$ cat config.mk
export PLATFORM = sky130hd
export DESIGN_NAME = wb_sample_fifo
export DESIGN_NICKNAME = d
export VERILOG_FILES = /design/src/rtl/pawc_pkg.sv /design/src/rtl/sync_fifo_mem.sv /design/src/rtl/wb_sample_fifo.sv
export SDC_FILE = /design/constraint.sdc
export NUM_CORES = 2
export LEC_CHECK = 0
export BUFFER_PORTS_ARGS = -buffer_cell sky130_fd_sc_hd__buf_2
export CORE_ASPECT_RATIO = 0.8
export CORE_MARGIN = 5
export CORE_UTILIZATION = 40
export CTS_CLUSTER_DIAMETER = 80
export CTS_CLUSTER_SIZE = 28
export DETAILED_ROUTE_END_ITERATION = 7
export SLEW_MARGIN = 10
export SYNTH_ARGS = -nofsm -noshare
export SYNTH_HDL_FRONTEND = slang
export SYNTH_SLANG_ARGS = --single-unit
$ cat constraint.sdc
create_clock -name wb_clk_i -period 12.4 [get_ports wb_clk_i]
set_input_delay 1.24 -clock wb_clk_i [delete_from_list [all_inputs] [get_ports wb_clk_i]]
set_output_delay 1.24 -clock wb_clk_i [all_outputs]
set_load 0.05 [all_outputs]
$ cat src/rtl/pawc_pkg.sv
// Shared constants for the sample-capture FIFO: register indices, CTRL bits,
// STATUS bit positions and a STATUS word packer.
package pawc_pkg;

    // Register indices as decoded from byte address bits [3:2]
    localparam logic [1:0] REG_CTRL   = 2'd0;   // 0x0
    localparam logic [1:0] REG_STATUS = 2'd1;   // 0x4
    localparam logic [1:0] REG_DATA   = 2'd2;   // 0x8
    localparam logic [1:0] REG_OVF    = 2'd3;   // 0xC

    // CTRL bits
    localparam int CTRL_EN_BIT    = 0;
    localparam int CTRL_FLUSH_BIT = 1;

    // STATUS bit positions
    localparam int ST_LEVEL_W   = 11;
    localparam int ST_EMPTY_BIT = 16;
    localparam int ST_FULL_BIT  = 17;
    localparam int ST_OVF_BIT   = 18;
    localparam int ST_UDF_BIT   = 19;

    function automatic logic [31:0] pack_status(
        input logic [ST_LEVEL_W-1:0] level,
        input logic                  empty,
        input logic                  full,
        input logic                  ovf,
        input logic                  udf
    );
        logic [31:0] s;
        s                   = '0;
        s[ST_LEVEL_W-1:0]   = level;
        s[ST_EMPTY_BIT]     = empty;
        s[ST_FULL_BIT]      = full;
        s[ST_OVF_BIT]       = ovf;
        s[ST_UDF_BIT]       = udf;
        return s;
    endfunction

endpackage

$ cat src/rtl/sync_fifo_mem.sv
// FIFO storage: one synchronous write port, one combinational read port so the
// oldest word is available in the same cycle the bus access is decoded.
module sync_fifo_mem #(
    parameter int DEPTH = 64,
    parameter int AW    = $clog2(DEPTH)
) (
    input  logic          i_clk,
    input  logic          i_we,
    input  logic [AW-1:0] i_waddr,
    input  logic [31:0]   i_wdata,
    input  logic [AW-1:0] i_raddr,
    output logic [31:0]   o_rdata
);

    logic [31:0] r_mem [DEPTH];

    // Write port: storage is deliberately not reset
    always_ff @(posedge i_clk) begin
        if (i_we) begin
            r_mem[i_waddr] <= i_wdata;
        end
    end

    assign o_rdata = r_mem[i_raddr];

endmodule

$ cat src/rtl/wb_sample_fifo.sv
// Wishbone classic slave wrapping a sample-capture FIFO with overflow and
// underflow tracking. Bus accesses ack one cycle after start, then always take
// one ack-low cycle before the next access can begin.
module wb_sample_fifo
    import pawc_pkg::*;
#(
    parameter int DEPTH = 64,
    parameter int OVF_W = 16
) (
    input  logic        wb_clk_i,
    input  logic        wb_rst_i,
    input  logic [31:0] wb_adr_i,
    input  logic [31:0] wb_dat_i,
    input  logic [3:0]  wb_sel_i,
    input  logic        wb_we_i,
    input  logic        wb_stb_i,
    input  logic        wb_cyc_i,
    output logic [31:0] wb_dat_o,
    output logic        wb_ack_o,
    output logic        wb_rty_o,
    input  logic        smp_valid,
    input  logic [31:0] smp_data
);

    localparam int         AW      = $clog2(DEPTH);
    localparam logic [AW:0] PTR_ONE = 1;

    logic [AW:0]       r_wr_ptr;
    logic [AW:0]       r_rd_ptr;
    logic              r_en;
    logic              r_ovf;
    logic              r_udf;
    logic [OVF_W-1:0]  r_ovf_cnt;
    logic              r_ack;
    logic [31:0]       r_dat;

    logic              w_start;
    logic              w_rd;
    logic              w_wr;
    logic [1:0]        w_reg;
    logic              w_empty;
    logic              w_full;
    logic [AW:0]       w_level;
    logic              w_flush;
    logic              w_pop;
    logic              w_push;
    logic              w_drop;
    logic [31:0]       w_mem_rdata;
    logic [31:0]       w_rdata;
    logic              w_unused_bits;

    // Counter increment that sticks at all ones
    function automatic logic [OVF_W-1:0] sat_inc(input logic [OVF_W-1:0] v);
        return (&v) ? v : v + OVF_W'(1);
    endfunction

    // Only full-word accesses on bits [3:2]; the rest of the address and selects are don't-care
    assign w_unused_bits = ^{wb_sel_i, wb_adr_i[31:4], wb_adr_i[1:0], wb_dat_i};

    // An access starts on any strobed cycle that is not itself an ack cycle
    assign w_start = wb_cyc_i & wb_stb_i & ~r_ack;
    assign w_rd    = w_start & ~wb_we_i;
    assign w_wr    = w_start &  wb_we_i;
    assign w_reg   = wb_adr_i[3:2];

    assign w_empty = (r_wr_ptr == r_rd_ptr);
    assign w_full  = (r_wr_ptr[AW-1:0] == r_rd_ptr[AW-1:0]) && (r_wr_ptr[AW] != r_rd_ptr[AW]);
    assign w_level = r_wr_ptr - r_rd_ptr;

    // A pop at full frees a slot in the same edge, so the push is still accepted
    assign w_flush = w_wr && (w_reg == REG_CTRL) && wb_dat_i[CTRL_FLUSH_BIT];
    assign w_pop   = w_rd && (w_reg == REG_DATA) && !w_empty;
    assign w_push  = smp_valid && r_en && (!w_full || w_pop) && !w_flush;
    assign w_drop  = smp_valid && r_en && w_full && !w_pop && !w_flush;

    sync_fifo_mem #(
        .DEPTH (DEPTH),
        .AW    (AW)
    ) u_mem (
        .i_clk   (wb_clk_i),
        .i_we    (w_push),
        .i_waddr (r_wr_ptr[AW-1:0]),
        .i_wdata (smp_data),
        .i_raddr (r_rd_ptr[AW-1:0]),
        .o_rdata (w_mem_rdata)
    );

    // Read-data mux reflecting state before the ack edge
    always_comb begin
        w_rdata = '0;
        case (w_reg)
            REG_CTRL:   w_rdata = {30'b0, 1'b0, r_en};
            REG_STATUS: w_rdata = pack_status(ST_LEVEL_W'(w_level), w_empty, w_full, r_ovf, r_udf);
            REG_DATA:   w_rdata = w_empty ? 32'h0 : w_mem_rdata;
            REG_OVF:    w_rdata = 32'(r_ovf_cnt);
            default:    w_rdata = '0;
        endcase
    end

    // FIFO pointers; flush wins over a same-edge push
    always_ff @(posedge wb_clk_i or posedge wb_rst_i) begin
        if (wb_rst_i) begin
            r_wr_ptr <= '0;
            r_rd_ptr <= '0;
        end else if (w_flush) begin
            r_wr_ptr <= '0;
            r_rd_ptr <= '0;
        end else begin
            if (w_push) r_wr_ptr <= r_wr_ptr + PTR_ONE;
            if (w_pop)  r_rd_ptr <= r_rd_ptr + PTR_ONE;
        end
    end

    // Control and sticky status; a new event beats a same-edge clear of its flag
    always_ff @(posedge wb_clk_i or posedge wb_rst_i) begin
        if (wb_rst_i) begin
            r_en      <= 1'b0;
            r_ovf     <= 1'b0;
            r_udf     <= 1'b0;
            r_ovf_cnt <= '0;
        end else begin
            if (w_wr && (w_reg == REG_CTRL))
                r_en <= wb_dat_i[CTRL_EN_BIT];

            if (w_drop)
                r_ovf <= 1'b1;
            else if (w_wr && (w_reg == REG_STATUS) && wb_dat_i[ST_OVF_BIT])
                r_ovf <= 1'b0;

            if (w_rd && (w_reg == REG_DATA) && w_empty)
                r_udf <= 1'b1;
            else if (w_wr && (w_reg == REG_STATUS) && wb_dat_i[ST_UDF_BIT])
                r_udf <= 1'b0;

            if (w_wr && (w_reg == REG_OVF))
                r_ovf_cnt <= '0;
            else if (w_drop)
                r_ovf_cnt <= sat_inc(r_ovf_cnt);
        end
    end

    // Registered single-cycle ack and read data, zero outside ack
    always_ff @(posedge wb_clk_i or posedge wb_rst_i) begin
        if (wb_rst_i) begin
            r_ack <= 1'b0;
            r_dat <= '0;
        end else begin
            r_ack <= w_start;
            r_dat <= w_rd ? w_rdata : 32'h0;
        end
    end

    assign wb_ack_o = r_ack;
    assign wb_dat_o = r_dat;
    assign wb_rty_o = 1'b0;

endmodule

# [Yosys cells after proc, flatten, opt, wreduce, memory -nomap -nowiden]
# Memory sizes are Yosys's and may differ from the RTL's.
# Index checks and enable logic that the tools add are counted.
[totals] reg_bits=66 ram_bits=2048 in_bits=106 output_inout_bits=34 n_memories=1
[memory_table] memory="u_mem.r_mem" words=64 width=32 read_ports=1 rd_ports_with_merged_regs=0 write_ports=1 line_no="sync_fifo_mem.sv:15" rtl="logic [31:0] r_mem [DEPTH];"
[classes] add_sub_neg=4 n_eq_ne=7 n_mux=16 n_bitwise=6 n_reduce_logical=29
[ops] op="$pmux 32 s4" n=1
[ops] op="$mux 32" n=2
[ops] op="$mux 16" n=3
[ops] op="$mux 7" n=4
[ops] op="$add 16x1->16 const B" n=1
[ops] op="$logic_and 1x1->1" n=16
[ops] op="$reduce_and 16->1" n=1
[ops] op="$add 7x1->7 const B" n=2
[ops] op="$reduce_bool 2->1" n=5
[ops] op="$eq 7x7->1" n=1
[ops] op="$sub 7x7->7" n=1
[ops] op="$eq 6x6->1" n=1
[ops] op="$mux 1" n=6
[ops] op="$and 1x1->1" n=4
[ops] op="$eq 2x2->1 const B" n=2
[ops] op="$logic_not 1->1" n=4
[ops] op="$eq 2x1->1 const B" n=1
[ops] op="$logic_not 2->1" n=1
[ops] op="$ne 2x2->1 const B" n=1
[ops] op="$not 1->1" n=2
[ops] op="$reduce_and 2->1" n=1
[ops] op="$logic_or 1x1->1" n=1
[ops] op="$ne 1x1->1" n=1

# [Longest topological paths before layout]
[logic_depth] depth_word=10 depth_mapped=14 depth_no_buf=10

# [By module]
# Synthesis repeated with hierarchy kept, for this count alone.
[hier_totals] cells_unflattened=3645 area_unflattened_um2=81361.8
[modules_own_cells] mod="sync_fifo_mem" instances=1 cells_per_inst=3292 area_per_inst_um2=77874.7 seq_area_each_um2=61499.0
[modules_own_cells] mod="wb_sample_fifo" instances=1 cells_per_inst=353 area_per_inst_um2=3487.1 seq_area_each_um2=1651.6

# [Least setup slack after synthesis]
# Ideal clock, no wire load.
[synth_timing] kind="flip-flop to flip-flop" start="reg r_rd_ptr[3]" end="mem u_mem.r_mem[31][0], enable pin" arrival_time_ns=4.479 required_ns=11.979 path_slack_ns=7.500 stages_incl_launch_ff=13 synth_period_minus_slack_ns=4.900 cell_sequence="dfrtp_1 clkbuf_1 inv_2 buf_1 clkbuf_1 clkbuf_1 ha_1 nand4_1 nor3_1 a211o_1 or3_1 clkbuf_1 nor2_1"
[synth_between] elab_chain_cells=8
[synth_rtl] item="from (decl)" line_no="wb_sample_fifo.sv:29" rtl="logic [AW:0] r_rd_ptr;"
[synth_rtl] item="from (signal assigned)" line_no="wb_sample_fifo.sv:110" rtl="if (w_pop) r_rd_ptr <= r_rd_ptr + PTR_ONE;"
[synth_rtl] item="$eq 7x7->1 or $eq 6x6->1 (tied branches)" line_no="wb_sample_fifo.sv:66, wb_sample_fifo.sv:67"
[synth_rtl] item="$logic_not 1->1 or $logic_and 1x1->1 (tied branches)" line_no="wb_sample_fifo.sv:72, wb_sample_fifo.sv:67"
[synth_rtl] item="$logic_and 1x1->1 or $logic_not 1->1 (tied branches)" line_no="wb_sample_fifo.sv:72, wb_sample_fifo.sv:73"
[synth_rtl] item="$logic_or 1x1->1 *" line_no="wb_sample_fifo.sv:73" rtl="assign w_push = smp_valid && r_en && (!w_full || w_pop) && !w_flush;"
[synth_rtl] item="$logic_and 1x1->1 * (2 in a row)" line_no="wb_sample_fifo.sv:73"
[synth_rtl] item="$mux 1 *" line_no="sync_fifo_mem.sv:19" rtl="if (i_we) begin"
[synth_rtl] item="$mux 1 (implied by the code) *" line_no="sync_fifo_mem.sv:20" rtl="r_mem[i_waddr] <= i_wdata;"
[synth_rtl] item="to (decl)" line_no="sync_fifo_mem.sv:15"
# Every way passes the cells marked *; elsewhere a longest branch is shown, timed or not.

# [Final worst setup path]
[layout_timing] start="reg r_rd_ptr[3]" end="mem u_mem.r_mem[52][27], enable pin"
# The elaborated chain is that of the path after synthesis.

==> metrics.md <==
| Metric | Value |
|---|---|
| Post-CTS Setup Bufs | `0` |
| Final Core Density | `43.8%` |
| Worst hold path cell count | `2` |
| Starting Density | `40.3%` |
| Power Internal | `11.0 mW` |
| Critical path launch point type | `register` |
| Synthesized instance count | `3664` |
| Placed cell areas | `85500 sq um` |
| Post-Syn Area | `81200 sq um` |
| Tcrit/Tclk final | `43.7%` |
| Post-synth ARST share | `3.12%` |
| CTS tree | `done` |
| Post-synthesis register bit count | `2114` |
| Worst setup EP type | `register` |
| Count of final hold-check violations | `0` |
| FF-to-FF Start | `r_rd_ptr[3]` |
| Routed WL | `220000 um` |
| Initial antenna violation count | `16` |
| R2R Path End | `u_mem.r_mem[52][27]` |
| Core area | `201000 sq um` |
| P_sw | `4.39 mW` |
| Fin cells | `6508` |
| Mapped Avg Cell Area | `22.2 sq um` |
| Setup slack, reg-to-reg | `6980 ps` |
| Post-layout minimum cycle time | `5420 ps` |
| Sw Ratio | `28.6%` |
| H-tree levels | `3` |
| Distinct cells, synth | `74` |
| I/O Buffers | `76` |
| Area delta synth->final | `8.45%` |
| Routability Congestion | `0.835` |
| RSZ-0062 raised after global routing | `no` |
| Clock network power share | `22.9%` |
| EDFF count, synth | `2048` |
| Pre-CTS setup slack | `7070 ps` |
| P per Cell Area | `174 nW/um^2` |
| Leakage power total | `26.6 nW` |
| Hold Crit Class | `reg2reg` |
| Final nets | `3876` |
| I/O pins | `140` |
| Vias in the first global route | `38200` |
| Clock slew at reported path FFs | `110 ps` |
| Comb pwr share | `24.6%` |
| Via count | `39300` |
| Die height | `413 um` |
| Wire length per cell | `33.9 um` |
| Final Max Slew Viols | `0` |
| CP Max Fanout | `25` |
| Worst VDD drop | `0.136 mV` |
| Max-slew headroom | `10.4%` |
| Post-synth net total | `3780` |
| Deepest clock path buffer count | `3` |
| Setup-failing EPs final | `0` |
| Most numerous cell in the Yosys netlist | `edfxtp_1` |
| CTS resizes | `0` |
| Inst Count DP | `6353` |
| Antenna Nets Post-Route | `0` |
| Top-area cell type share of the netlist area | `75.7%` |
| GR Overflow Total | `0` |
| Sequential share of the synthesized area | `77.8%` |
| Ratio of cells with drive above 1 in the final layout | `24.8%` |
| TritonCTS Buffers | `86` |
| CP Class | `reg2reg` |
| Total GRT Usage | `20.5%` |
| Die Area | `212000 sq um` |
| Largest net degree at the start of global routing | `103` |
| Top cells by area, synth | `edfxtp_1 76%, mux4_2 15%, dfrtp_1 2.0%` |
| Sink Count | `2114` |
| Post-synth top cells | `2048 x edfxtp_1, 531 x mux4_2, 136 x nand2_1, 129 x nor2_1, 97 x a22oi_1` |
| F_max | `0.185 GHz` |
| Req. time, crit path | `12800 ps` |
| Clk_lat worst skew | `760 ps` |
| Slew @ Worst Pin | `1310 ps` |
| Hold EP | `r_ovf` |
| Final setup margin | `6980 ps` |
| DR vias/cell | `6.04` |
| Fin area | `88100 sq um` |
| Die width | `514 um` |
| MaxCap Viol Count | `0` |
| Yosys Warn Count | `0` |
| Root buffer cell | `clkbuf_16` |
| First-pass GRT wire length | `306000 um` |
| Worst-case hold slack | `524 ps` |
| DP Wirelength | `123000 um` |
| Cells on worst reg2reg path | `9` |
| Design Power | `15.4 mW` |
| Cell Rows | `147` |
| Flop pwr share | `52.5%` |
| Leading register cell type out of synthesis | `edfxtp_1` |
| Setup TNS | `0 ps` |
| Status | `complete, no violations` |
| DRC | `0` |
| Hold_buf cts | `0` |
| Most area-hungry cell type in the Yosys netlist | `edfxtp_1` |
| Iteration-0 DRC Markers | `5540` |
| Hold_sp | `r_ovf` |
| CP arrival | `5820 ps` |
| Detailed Routing Iterations Pass 1 | `6` |
| Final Skew | `38.7 ps` |
## metal layers
metal / share of wire, % / global-route usage, % / vias up / wire length, um
met5: 0.019 / 0 / - / 41
met4: 1.9 / 3.59 / 6 / 4140
met3: 13 / 6.68 / 237 / 27800
met2: 42 / 28.4 / 2119 / 92400
met1: 44 / 32.1 / 21500 / 96000
li1: - / - / 15500 / -
## power by group through the flow
| stage | clock network (mW) | registers [mW] | logic [mW] |
|---|---|---|---|
| 6_report | 3.51 | 8.06 | 3.78 |
| 5_1_grt | 3.85 | 8.07 | 4.02 |
| 4_1_cts | 3.60 | 8.06 | 3.79 |
| 3_5_place_dp | 0 | 8.22 | 3.78 |
| 3_3_place_gp | 0 | 8.22 | 3.77 |
| 2_1_floorplan | 0 | 8.12 | 2.68 |
## cell usage in the layout (no fill, tap or decap), types with 8 or more instances in the layout
cell / n
a21oi_1: 41
a221oi_1: 12
a22oi_1: 97
a31oi_1: 10
and2_1: 8
and3_1: 9
buf_2: 72
buf_4: 131
clkbuf_1: 58
clkbuf_16: 90
dfrtp_1: 62
edfxtp_1: 2048
ha_1: 9
inv_1: 13
mux2_2: 14
mux2i_1: 65
mux4_2: 531
nand2_1: 136
nand3_1: 45
nand4_1: 16
nor2_1: 62
nor2_4: 65
nor2b_1: 8
nor3_1: 13
nor4_1: 9
o21ai_0: 26
o22ai_1: 25
or3_1: 12
xnor2_1: 23
## worst max path at each step
stage                               end  cells past startpoint        start  slack, ps
global route                wb_dat_o[2]                      7  r_rd_ptr[0]       6890
global placement    u_mem.r_mem[52][14]                      8      wb_we_i       7090
detailed placement  u_mem.r_mem[58][11]                      8      wb_we_i       7070
finish              u_mem.r_mem[52][27]                      9  r_rd_ptr[3]       6980
floorplan            u_mem.r_mem[31][0]                     12  r_rd_ptr[3]       7500
CTS                 u_mem.r_mem[52][27]                      9  r_rd_ptr[3]       7090
## cell type report
class	count	area (sq um)
Inverter	17	68.8
Tap cell	2682	3360
Clock buffer	148	2470
Antenna cell	3	7.51
Multi-Input combinational cell	1334	17500
Sequential cell	2114	63200
Clock inverter	3	43.8
Fill cell	17100	113000
Timing Repair Buffer	207	1420
## sequential cells by signal, summed over array words and instances, names as in the netlist
signal and cells:
r_en 1, r_ovf 1, r_ovf_cnt 16, r_rd_ptr 7, r_udf 1, r_wr_ptr 7, u_mem.r_mem 2048, wb_ack_o 1
wb_dat_o 32
## critical path, stage by stage, from the launching register on
cell	delay, ps
dfrtp_2	940
inv_4	470
ha_1	480
nand4_1	160
nor3_1	80
a211o_1	350
nor2_1	220
nand3_1	780
nor2_4	1040
buf_4	520
## logic make-up after synthesis
family,Yosys count,synth area share [%]
muxes,611,15.7
xor gates and xnor gates,28,0.302
DFF,2114,77.8
buffers and inverters,216,1.32
AOI/OAI and AO/OA,261,2.22
and+or+nand+nor,423,2.47
other,1,0.00462
adders and majority gates,10,0.163
Note: power is estimated with default switching activity, not from simulation.
